--- config.mk ---
export PLATFORM = sky130hd
export DESIGN_NAME = barrel_shift_sequencer
export DESIGN_NICKNAME = d
export VERILOG_FILES = /design/src/rtl/barrel_shift_sequencer.sv
export SDC_FILE = /design/constraint.sdc
export NUM_CORES = 1
export LEC_CHECK = 0
export BUFFER_PORTS_ARGS = -buffer_cell sky130_fd_sc_hd__buf_2
export CORE_MARGIN = 3
export CORE_UTILIZATION = 45
export CTS_CLUSTER_DIAMETER = 100
export CTS_CLUSTER_SIZE = 16
export DETAILED_ROUTE_END_ITERATION = 16
export PLACE_DENSITY = 0.85
export SYNTH_ARGS = -nofsm -noshare
export SYNTH_HDL_FRONTEND = slang
export SYNTH_SLANG_ARGS = --single-unit
--- constraint.sdc ---
create_clock -name clk -period 1.35 [get_ports clk]
set_input_delay 0.27 -clock clk [delete_from_list [all_inputs] [get_ports clk]]
set_output_delay 0.27 -clock clk [all_outputs]
set_load 0.005 [all_outputs]
--- src/rtl/barrel_shift_sequencer.sv ---
// Multi-pass sequencer driving an external combinational WIDTH-bit barrel shifter.
// Optional macro BARREL_SHIFT_SEQ_SAT_SHORTCUT_EN: amounts >= WIDTH complete immediately with zero result.
module barrel_shift_sequencer #(
  parameter int WIDTH = 8,
  parameter int SH_W  = 3,
  parameter int AMT_W = 5
) (
  input  logic             clk,
  input  logic             rst_n,
  input  logic             in_valid,
  output logic             in_ready,
  input  logic [WIDTH-1:0] in_data,
  input  logic [AMT_W-1:0] in_amount,
  input  logic             in_left,
  output logic [WIDTH-1:0] sh_data_in,
  output logic [SH_W-1:0]  sh_shift_amount,
  output logic             sh_shift_left,
  input  logic [WIDTH-1:0] sh_data_out,
  output logic             out_valid,
  input  logic             out_ready,
  output logic [WIDTH-1:0] out_data
);

  typedef enum logic [1:0] {IDLE, SHIFT, DONE} state_t;

  localparam logic [AMT_W-1:0] MAX_PASS = AMT_W'(WIDTH - 1);

  state_t           state;
  logic [WIDTH-1:0] work;
  logic [AMT_W-1:0] rem;
  logic             dir;
  logic [AMT_W-1:0] chunk;

  always_comb begin
    chunk = rem;
    if (rem > MAX_PASS) chunk = MAX_PASS;
  end

  assign in_ready        = rst_n && (state == IDLE);
  assign sh_data_in      = work;
  assign sh_shift_left   = dir;
  assign sh_shift_amount = (state == SHIFT) ? chunk[SH_W-1:0] : '0;
  assign out_valid       = (state == DONE);
  assign out_data        = (state == DONE) ? work : '0;

  always_ff @(posedge clk or negedge rst_n) begin
    if (!rst_n) begin
      state <= IDLE;
      work  <= '0;
      rem   <= '0;
      dir   <= 1'b0;
    end else begin
      case (state)
        IDLE: begin
          if (in_valid) begin
            work <= in_data;
            rem  <= in_amount;
            dir  <= in_left;
            if (in_amount == '0) begin
              state <= DONE;
            end else begin
              state <= SHIFT;
            end
`ifdef BARREL_SHIFT_SEQ_SAT_SHORTCUT_EN
            // Every bit is shifted out anyway; skip the passes entirely.
            if (in_amount >= AMT_W'(WIDTH)) begin
              work  <= '0;
              rem   <= '0;
              state <= DONE;
            end
`endif
          end
        end
        SHIFT: begin
          work <= sh_data_out;
          rem  <= rem - chunk;
          if (rem == chunk) state <= DONE;
        end
        DONE: begin
          if (out_ready) state <= IDLE;
        end
        default: state <= IDLE;
      endcase
    end
  end

endmodule
# [Yosys cells after proc, flatten, opt, wreduce, memory -nomap -nowiden]
# Index checks and enable logic that the tools add are counted.
[classes] addsub=1 order_cmp=1 eq_ne=6 muxes=12 reduce_logical=7
[op_table] operator="8-bit 2-to-1 mux" count=2
[op_table] operator="8-bit case mux with 2 select lines" count=1
[op_table] operator="5-bit 2-to-1 mux" count=2
[op_table] operator="5-bit case mux with 2 select lines" count=1
[op_table] operator="2-bit 2-to-1 mux" count=4
[op_table] operator="2-bit case mux with 3 select lines" count=1
[op_table] operator="5-bit == test" count=1
[op_table] operator="5-bit by 3-bit greater-than comparator with 1-bit output (second input constant)" count=1
[op_table] operator="5-bit logical NOT" count=1
[op_table] operator="5-bit subtractor" count=1
[op_table] operator="2-bit by 1-bit inequality test with 1-bit output (second input constant)" count=2
[op_table] operator="2-bit AND reduction" count=2
[op_table] operator="3-bit 2-to-1 mux" count=1
[op_table] operator="3-bit AND reduction" count=1
[op_table] operator="2-bit by 1-bit == test with 1-bit output (second input constant)" count=1
[op_table] operator="2-bit == test (second input constant)" count=1
[op_table] operator="2-bit logical NOT" count=1
[op_table] operator="2-bit inequality test (second input constant)" count=1
[op_table] operator="2-bit nonzero test" count=1
[op_table] operator="1-bit logical AND" count=1
[word_totals] reg_bits=16 input_bits=26 output_inout_bits=22 elab_cells=31

# [Longest topological paths before layout]
# Gate-level depths: netlist of the first run.
[logic_depth] word_depth=5 ltp_mapped=5 mapped_depth_nobuf=3

# [Worst setup path before layout of the first run]
# OpenSTA, ideal clock, no wires.
[synth_path] path_kind="register to register" from="register state[0]" to="register dir, in the netlist sh_shift_left" setup_ns=0.125 arrival_time_ns=1.129 required_time_ns=1.225 setup_slack_ns=0.096 stages_incl_launch_ff=4 path_buffers=1 synth_period_minus_slack_ns=1.254 path_cell_list="dfrtp_1 buf_4 nor3b_2 mux2_2"
[synth_via] elab_chain_len=2
[synth_rtl] element="start, declared" line="28" source="state_t state;"
[synth_rtl] element="start signal, assigned" line="48" source="state <= IDLE;"
[synth_rtl] element="start signal, assigned" line="60" source="state <= DONE;"
[synth_rtl] element="start signal, assigned" line="62" source="state <= SHIFT;"
[synth_rtl] element="2-bit logical NOT" line="53" source="case (state)"
[synth_rtl] element="2-bit AND reduction (no source line)"
[synth_rtl] element="end signal, assigned" line="58" source="dir <= in_left;"
[synth_rtl] element="end, declared" line="31" source="logic dir;"
# No other way between the ends.
# A chain may end at the register's enable or synchronous reset.

# [Worst setup path in the final report of the first run]
[layout_path] from="register state[1]" to="output port out_data[0]"
[layout_via] elab_chain_len=2
[layout_rtl] element="2-bit == test" line="44" source="assign out_data = (state == DONE) ? work : '0;"
[layout_rtl] element="8-bit 2-to-1 mux" line="44"
[layout_rtl] element="end, declared" line="21" source="output logic [WIDTH-1:0] out_data"
# No other way between the ends.

==> impl_metrics.csv, run 1 <==
group,metric,value,unit
setup_path,worst-path-buf-inv,1,
min_path,worstHoldPathType,"input pin to register",
route,drc,0,
clock_network,clock-sinks,16,
sta,setup_tns,-2.97,ns
die,core,0.00200,mm²
yosys,synth.net_count,139,
placement,gp_congestion,0.980,
sta,rsz0062_at_grt,"yes",
setup_path,start_kind,"register",
yosys,synth_commonest_cells,"dfrtp_1, o21ai_0, nor2b_1",
grt,track_usage,28.3,%
die,die_w,52.6,µm
power_and_ir_drop,p_leak,0.823,nW
grt,grt_max_degree,17,
die,initial_core_util,48.8,%
setup_path,cp.depth,3,
grt,grt_pass1_vias,1147,
layout,stdcell_area,0.00166,mm²
clock_network,clock_latency,0.30,ns
power_and_ir_drop,p_total,3.72,mW
yosys,synthCells,113,
setup_path,r2r_cells,5,
setup_path,crit_arrival,1.30,ns
min_path,hold_path_depth,3,
sta,max_clock_freq,638,MHz
die,ios,48,
route,drtAntennaViolNets,0,
clock_network,cts_root_buf,"clkbuf_4",
outcome,status,"complete, but fails checks",
placement,hpwl,2.20,mm
placement,port_buffers,47,
power_and_ir_drop,power.density,2240,mW/mm²
route,drtIter0Drc,80,
yosys,synth-edff-count,0,
sta,worst_pin_slew,0.257,ns
yosys,synth_seq_cells,16,
setup_path,critPathMaxFanout,5,
yosys,synth_top_area_share,41.0,%
layout,area_delta_synth_final,70.4,%
layout,layout-drive-gt1-share,58.5,%
grt,antenna_found_initial,0,
yosys,synthesis.area,976,µm²
yosys,synth_cell_type_count,30,
power_and_ir_drop,ir_drop,1.64,mV
setup_path,required,1.08,ns
yosys,post-synth-top-area-cell,"dfrtp_1",
setup_path,worst_path_largest_cell_delay,0.47,ns
layout,antenna_cells,0,
clock_network,clk_pin_slew_worst_paths,0.11,ns
yosys,syn_avg_cell_area,8.64,µm²
flow_run,cap_viol_max_count,0,
yosys,synth_seq_area_share,41.0,%
clock_network,cts_tree,"built",
route,num_vias,1313,
sta,slew_headroom,82.9,%
die,dieArea,0.00276,mm²
sta,holdWs,0.202,ns
layout,num-fill-cells,106,
die,die_y,52.6,µm
clock_network,htree_levels,1,
placement,placed_area,0.00132,mm²
route,wl,4.56,mm
sta,post-route-period-util,116,%
yosys,yosys_warnings,0,
setup_path,crit_slowest_cell,"dfrtp_2",
outcome,violations,"negative setup slack",
setup_path,path_cells,"and2b_2, and2_1, buf_2",
yosys,async_reset_ff_share,100,%
clock_network,cts_buffer_depth,2,
route,detail_route.wl_per_cell,21.7,µm
layout,fin_nets,211,
yosys,synth-main-ff-cell,"dfrtp_1",
layout,multi_input_area,683,µm²
die,core.rowCount,16,
setup_path,worst_setup_path_end_kind,"primary output",
sta,layout_min_cycle_time,1.57,ns
sta,setup_ws,-0.217,ns
yosys,yosysMostFrequentCell,"dfrtp_1",
setup_path,critPathTopFamily,"flip-flops",
setup_path,critical_path_class,"register to primary output",
layout,regArea,402,µm²
grt,grt_pass1_wl,5.68,mm
sta,hold_violations,0,
sta,fin_skew,0.00201,ns
clock_network,numCtsBuffers,3,
yosys,synth_area_leaders,"dfrtp_1, nor2b_1, o21ai_0",
sta,setup_violations,21,
grt,grt_overflow,0,
placement,pre_cts_ws,0.0420,ns
route,viasPerCell,6.25,
route,first_pass_iters,5,
sta,drv_slew,0,
==> area by class of cell <==
type                    instances  share of cell area, %
clock buffers                   3                   1.35
flip-flops and latches         16                   24.2
repair buffers                 74                   30.7
well taps                      27                   2.03
inverters                       3                  0.677
multi-input cells              87                   41.1
==> worst reg2reg max path, stage by stage, from the launching register on <==
cell,delay (ns)
dfrtp_1,0.44
buf_6,0.16
buf_6,0.11
buf_6,0.12
nor3b_4,0.24
mux2_4,0.32
==> sequential cells by signal, indices dropped and copies added (netlist names) <==
name / cells
state: 2
rem: 5
sh_shift_left: 1
sh_data_in: 8
==> metrics by stage <==
stage / utilization (%) / std cells
after floorplan: - / 113
after global placement: 66.0 / 194
after detailed placement: 66.0 / 194
after CTS: 73.2 / 207
after global routing: 83.1 / 210
final: 83.1 / 210
==> cells by family after synthesis <==
family / Yosys count / share of synthesized area [%]
AND/OR/NAND/NOR: 45 / 27.2
AO/OA/AOI/OAI: 40 / 25.8
flip-flops: 16 / 41.0
buffers and inverters: 11 / 4.87
multiplexers: 1 / 1.15
==> layout by cell type (no fill, tap or decap), types with 2 or more instances in the layout <==
cell type  count
buf_4         15
inv_1          3
o21ai_1        9
nor2b_1       10
a21oi_1       10
a32oi_1        3
a22oi_1        3
buf_6         14
clkbuf_4       3
nor2_2         2
and2_1         4
nand2_1        5
o21ai_2        2
and2b_2        2
nor2_1         5
buf_2         43
a22oi_2        5
dfrtp_1       15
and2_4         4
==> layer usage <==
layer / vias to the layer above / track usage (%) / wire [µm]
met3: 35 / 6.27 / 438
li1: 544 / - / -
met2: 127 / 42.1 / 2210
met1: 607 / 36.9 / 1610
met5: - / 0 / 0
met4: 0 / 17.0 / 298
==> where the power goes <==
group / switching [mW] / internal, mW
clock: 0.179 / 0.104
sequential: 0.220 / 0.709
combinational: 1.23 / 1.27
==> timing repair <==
action	in CTS	in global routing
gates resized for setup	15	50
gates cloned	1	0
hold buffers	1	0
buffers inserted	8	5
pin swaps	13	12
endpoints found under the hold margin	16	0
endpoints found under the setup margin	13	28
==> worst paths after layout <==
kind,start,to,slack [ns]
worst min-delay path,sh_data_out[7],sh_data_in[7]$_DFFE_PN0P_,0.20
worst min register to register,sh_shift_left$_DFFE_PN0P_,sh_shift_left$_DFFE_PN0P_,0.52
worst max-delay path,state[1]$_DFFE_PN0P_,out_data[0],-0.22
max in group asynchronous,rst_n,state[1]$_DFFE_PN0P_,0.67
worst max register to register,state[0]$_DFFE_PN0P_,sh_shift_left$_DFFE_PN0P_,-0.14
min in group asynchronous,rst_n,sh_data_in[2]$_DFFE_PN0P_,0.48
Note: power is estimated with default switching activity, not from simulation.
==> inputs of run 2 (changes only) <==
--- a/config.mk
+++ b/config.mk
@@ -7,11 +7,12 @@
 export LEC_CHECK = 0
 export BUFFER_PORTS_ARGS = -buffer_cell sky130_fd_sc_hd__buf_2
 export CORE_MARGIN = 3
-export CORE_UTILIZATION = 45
+export CORE_UTILIZATION = 47
+export CTS_BUF_LIST = sky130_fd_sc_hd__clkbuf_8
 export CTS_CLUSTER_DIAMETER = 100
 export CTS_CLUSTER_SIZE = 16
 export DETAILED_ROUTE_END_ITERATION = 16
-export PLACE_DENSITY = 0.85
+export PLACE_DENSITY = 0.88
 export SYNTH_ARGS = -nofsm -noshare
 export SYNTH_HDL_FRONTEND = slang
 export SYNTH_SLANG_ARGS = --single-unit
==> impl_metrics.csv, run 2 (same netlist as run 1, synthesis figures left out) <==
group,metric,value,unit
sta,layout_min_cycle_time,1.53,ns
setup_path,rrSetupSlack,-0.10,ns
route,num_vias,1240,
sta,post-route-period-util,114,%
clock_network,cts_buffer_depth,2,
power_and_ir_drop,power.density,2220,mW/mm²
sta,setup_tns,-2.10,ns
outcome,violations,"negative setup slack",
grt,grt_overflow,0,
outcome,status,"complete, but fails checks",
grt,grt_pass1_wl,5.54,mm
route,first_pass_iters,4,
die,initial_core_util,53.1,%
power_and_ir_drop,ir_drop,1.85,mV
grt,antenna_found_initial,0,
flow_run,cap_viol_max_count,0,
layout,fin_util,90.7,%
placement,port_buffers,47,
setup_path,reg2reg_from,"state[1]$_DFFE_PN0P_",
die,die_w,51.6,µm
layout,stdcell_area,0.00167,mm²
clock_network,cts_root_buf,"clkbuf_8",
min_path,worstHoldPathType,"input pin to register",
placement,pre_cts_ws,-0.00577,ns
clock_network,clock-sinks,16,
layout,layout-drive-gt1-share,58.6,%
sta,drv_slew,0,
setup_path,cp.depth,3,
route,drtAntennaViolNets,0,
clock_network,numCtsBuffers,3,
placement,gp_congestion,0.914,
layout,largest_register_ffs,8,
route,drc,0,
clock_network,cts_tree,"built",
placement,placed_area,0.00132,mm²
die,die_y,51.6,µm
power_and_ir_drop,netSwitchingPower,1.54,mW
die,core.rowCount,15,
setup_path,critPathTopFamily,"simple AND/OR/NAND/NOR gates",
setup_path,crit_slowest_cell,"dfrtp_1",
power_and_ir_drop,sw_frac_of_total,41.6,%
setup_path,required,1.08,ns
power_and_ir_drop,p_clk_share,11.6,%
clock_network,clock_latency,0.25,ns
placement,hpwl,2.31,mm
sta,slew_headroom,85.5,%
setup_path,start_kind,"register",
min_path,worst_hold_path.endpoint,"rem[4]$_DFFE_PN0P_",
setup_path,r2r_cells,4,
clock_network,htree_levels,1,
route,wl,4.44,mm
sta,setup_ws,-0.184,ns
layout,antenna_cells,0,
min_path,hp-start,"in_amount[4]",
power_and_ir_drop,seq_power_share,25.9,%
layout,area_delta_synth_final,70.9,%
power_and_ir_drop,cellInternalPower,2.17,mW
layout,stdcell_count,206,
sta,hold_violations,0,
power_and_ir_drop,p_comb_share,62.5,%
layout,layout_commonest_cell,"buf_2",
sta,worst_pin_slew,0.216,ns
sta,fin_skew,0.00477,ns
grt,track_usage,28.8,%
route,viasPerCell,6.02,
power_and_ir_drop,p_leak,0.810,nW
layout,most-common-layout-cells,"buf_2, buf_4, dfrtp_1",
min_path,hold_path_depth,3,
setup_path,critical_path_class,"register to primary output",
sta,setup_violations,19,
setup_path,critPathLaunch,"state[0]$_DFFE_PN0P_",
route,detail_route.wl_per_cell,21.5,µm
sta,rsz0062_at_grt,"yes",
placement,dp_cells,192,
setup_path,regToRegEndpoint,"sh_shift_left$_DFFE_PN0P_",
sta,max_clock_freq,652,MHz
setup_path,crit_arrival,1.26,ns
die,dieArea,0.00266,mm²
clock_network,clk_pin_slew_worst_paths,0.07,ns
grt,grt_pass1_vias,1128,
route,drtIter0Drc,73,
layout,fin_nets,208,
setup_path,worst_path_largest_cell_delay,0.44,ns
setup_path,path_cells,"and2b_2, and2_4, buf_6",
die,core,0.00184,mm²
setup_path,worst_setup_path_end_kind,"primary output",
setup_path,critPathMaxFanout,5,
setup_path,worst-path-buf-inv,1,
grt,grt_max_degree,17,
die,ios,48,
run 2: cell types whose count changed in the layout (fill, tap and decap cells not counted), moves of 2 or more:
cell      previous run  this run
o21ai_2              2         0
buf_2               43        40
clkbuf_8             0         4
a22oi_1              3         0
and2_4               4         7
clkbuf_4             3         0
and2_1               4         1
o21ai_0              1         3
a22oi_2              5         8
run 2: worst register-to-register path, delay by kind of cell (launching register included):
family / cells / cell delay, ns
buf+inv: 2 / 0.31
flops: 1 / 0.46
mux: 1 / 0.32
simple gates: 1 / 0.24
run 2: timing repair:
item                                    in CTS  in global routing
endpoints found under the setup margin      13                 29
endpoints found under the hold margin       16                  0
pin swaps                                    9                  9
cloned                                       1                  0
hold buffers                                 1                  0
gates resized for setup                     25                 36
buffers inserted                             9                  2
run 2: layout make-up:
cell class / count / area [µm²]
Multi-Input combinational cell: 87 / 673
Tap cell: 25 / 31.3
Fill cell: 82 / 171
Sequential cell: 16 / 402
Clock buffer: 4 / 55.1
Inverter: 3 / 11.3
Timing Repair Buffer: 71 / 495
run 2: how the worst max path moves through the flow:
| stage | endpoint | slack [ns] |
|---|---|---|
| after floorplan | sh_shift_left$_DFFE_PN0P_ | 0.1 |
| after global placement | out_data[6] | 0.04 |
| after detailed placement | out_data[3] | -0.006 |
| after CTS | out_data[4] | -0.14 |
| after global routing | out_data[4] | -0.21 |
| final | out_data[0] | -0.18 |
run 2: routing by layer:
layer,track usage (%),vias up,share of wire (%)
met5,0,-,0
met2,50.2,89,52
met3,4.58,19,9.0
met1,36.0,593,35
li1,-,539,-
met4,9.61,0,3.8
run 2: power by group through the flow:
| stage | Combinational (mW) | Sequential [mW] | Clock, mW |
|---|---|---|---|
| 5_1_grt | 2.46 | 0.987 | 0.448 |
| 6_report | 2.32 | 0.959 | 0.431 |
| 3_3_place_gp | 1.48 | 0.875 | 0 |
| 3_5_place_dp | 1.54 | 0.897 | 0 |
| 2_1_floorplan | 0.829 | 0.899 | 0 |
| 4_1_cts | 1.82 | 0.906 | 0.427 |
run 2: metrics by stage:
| step | hold WS (ns) | power, mW |
|---|---|---|
| after detailed placement | 0.256 | 2.43 |
| after global routing | 0.248 | 3.89 |
| after global placement | 0.251 | 2.35 |
| after CTS | 0.251 | 3.15 |
| after floorplan | -0.0256 | 1.73 |
| final | 0.252 | 3.71 |
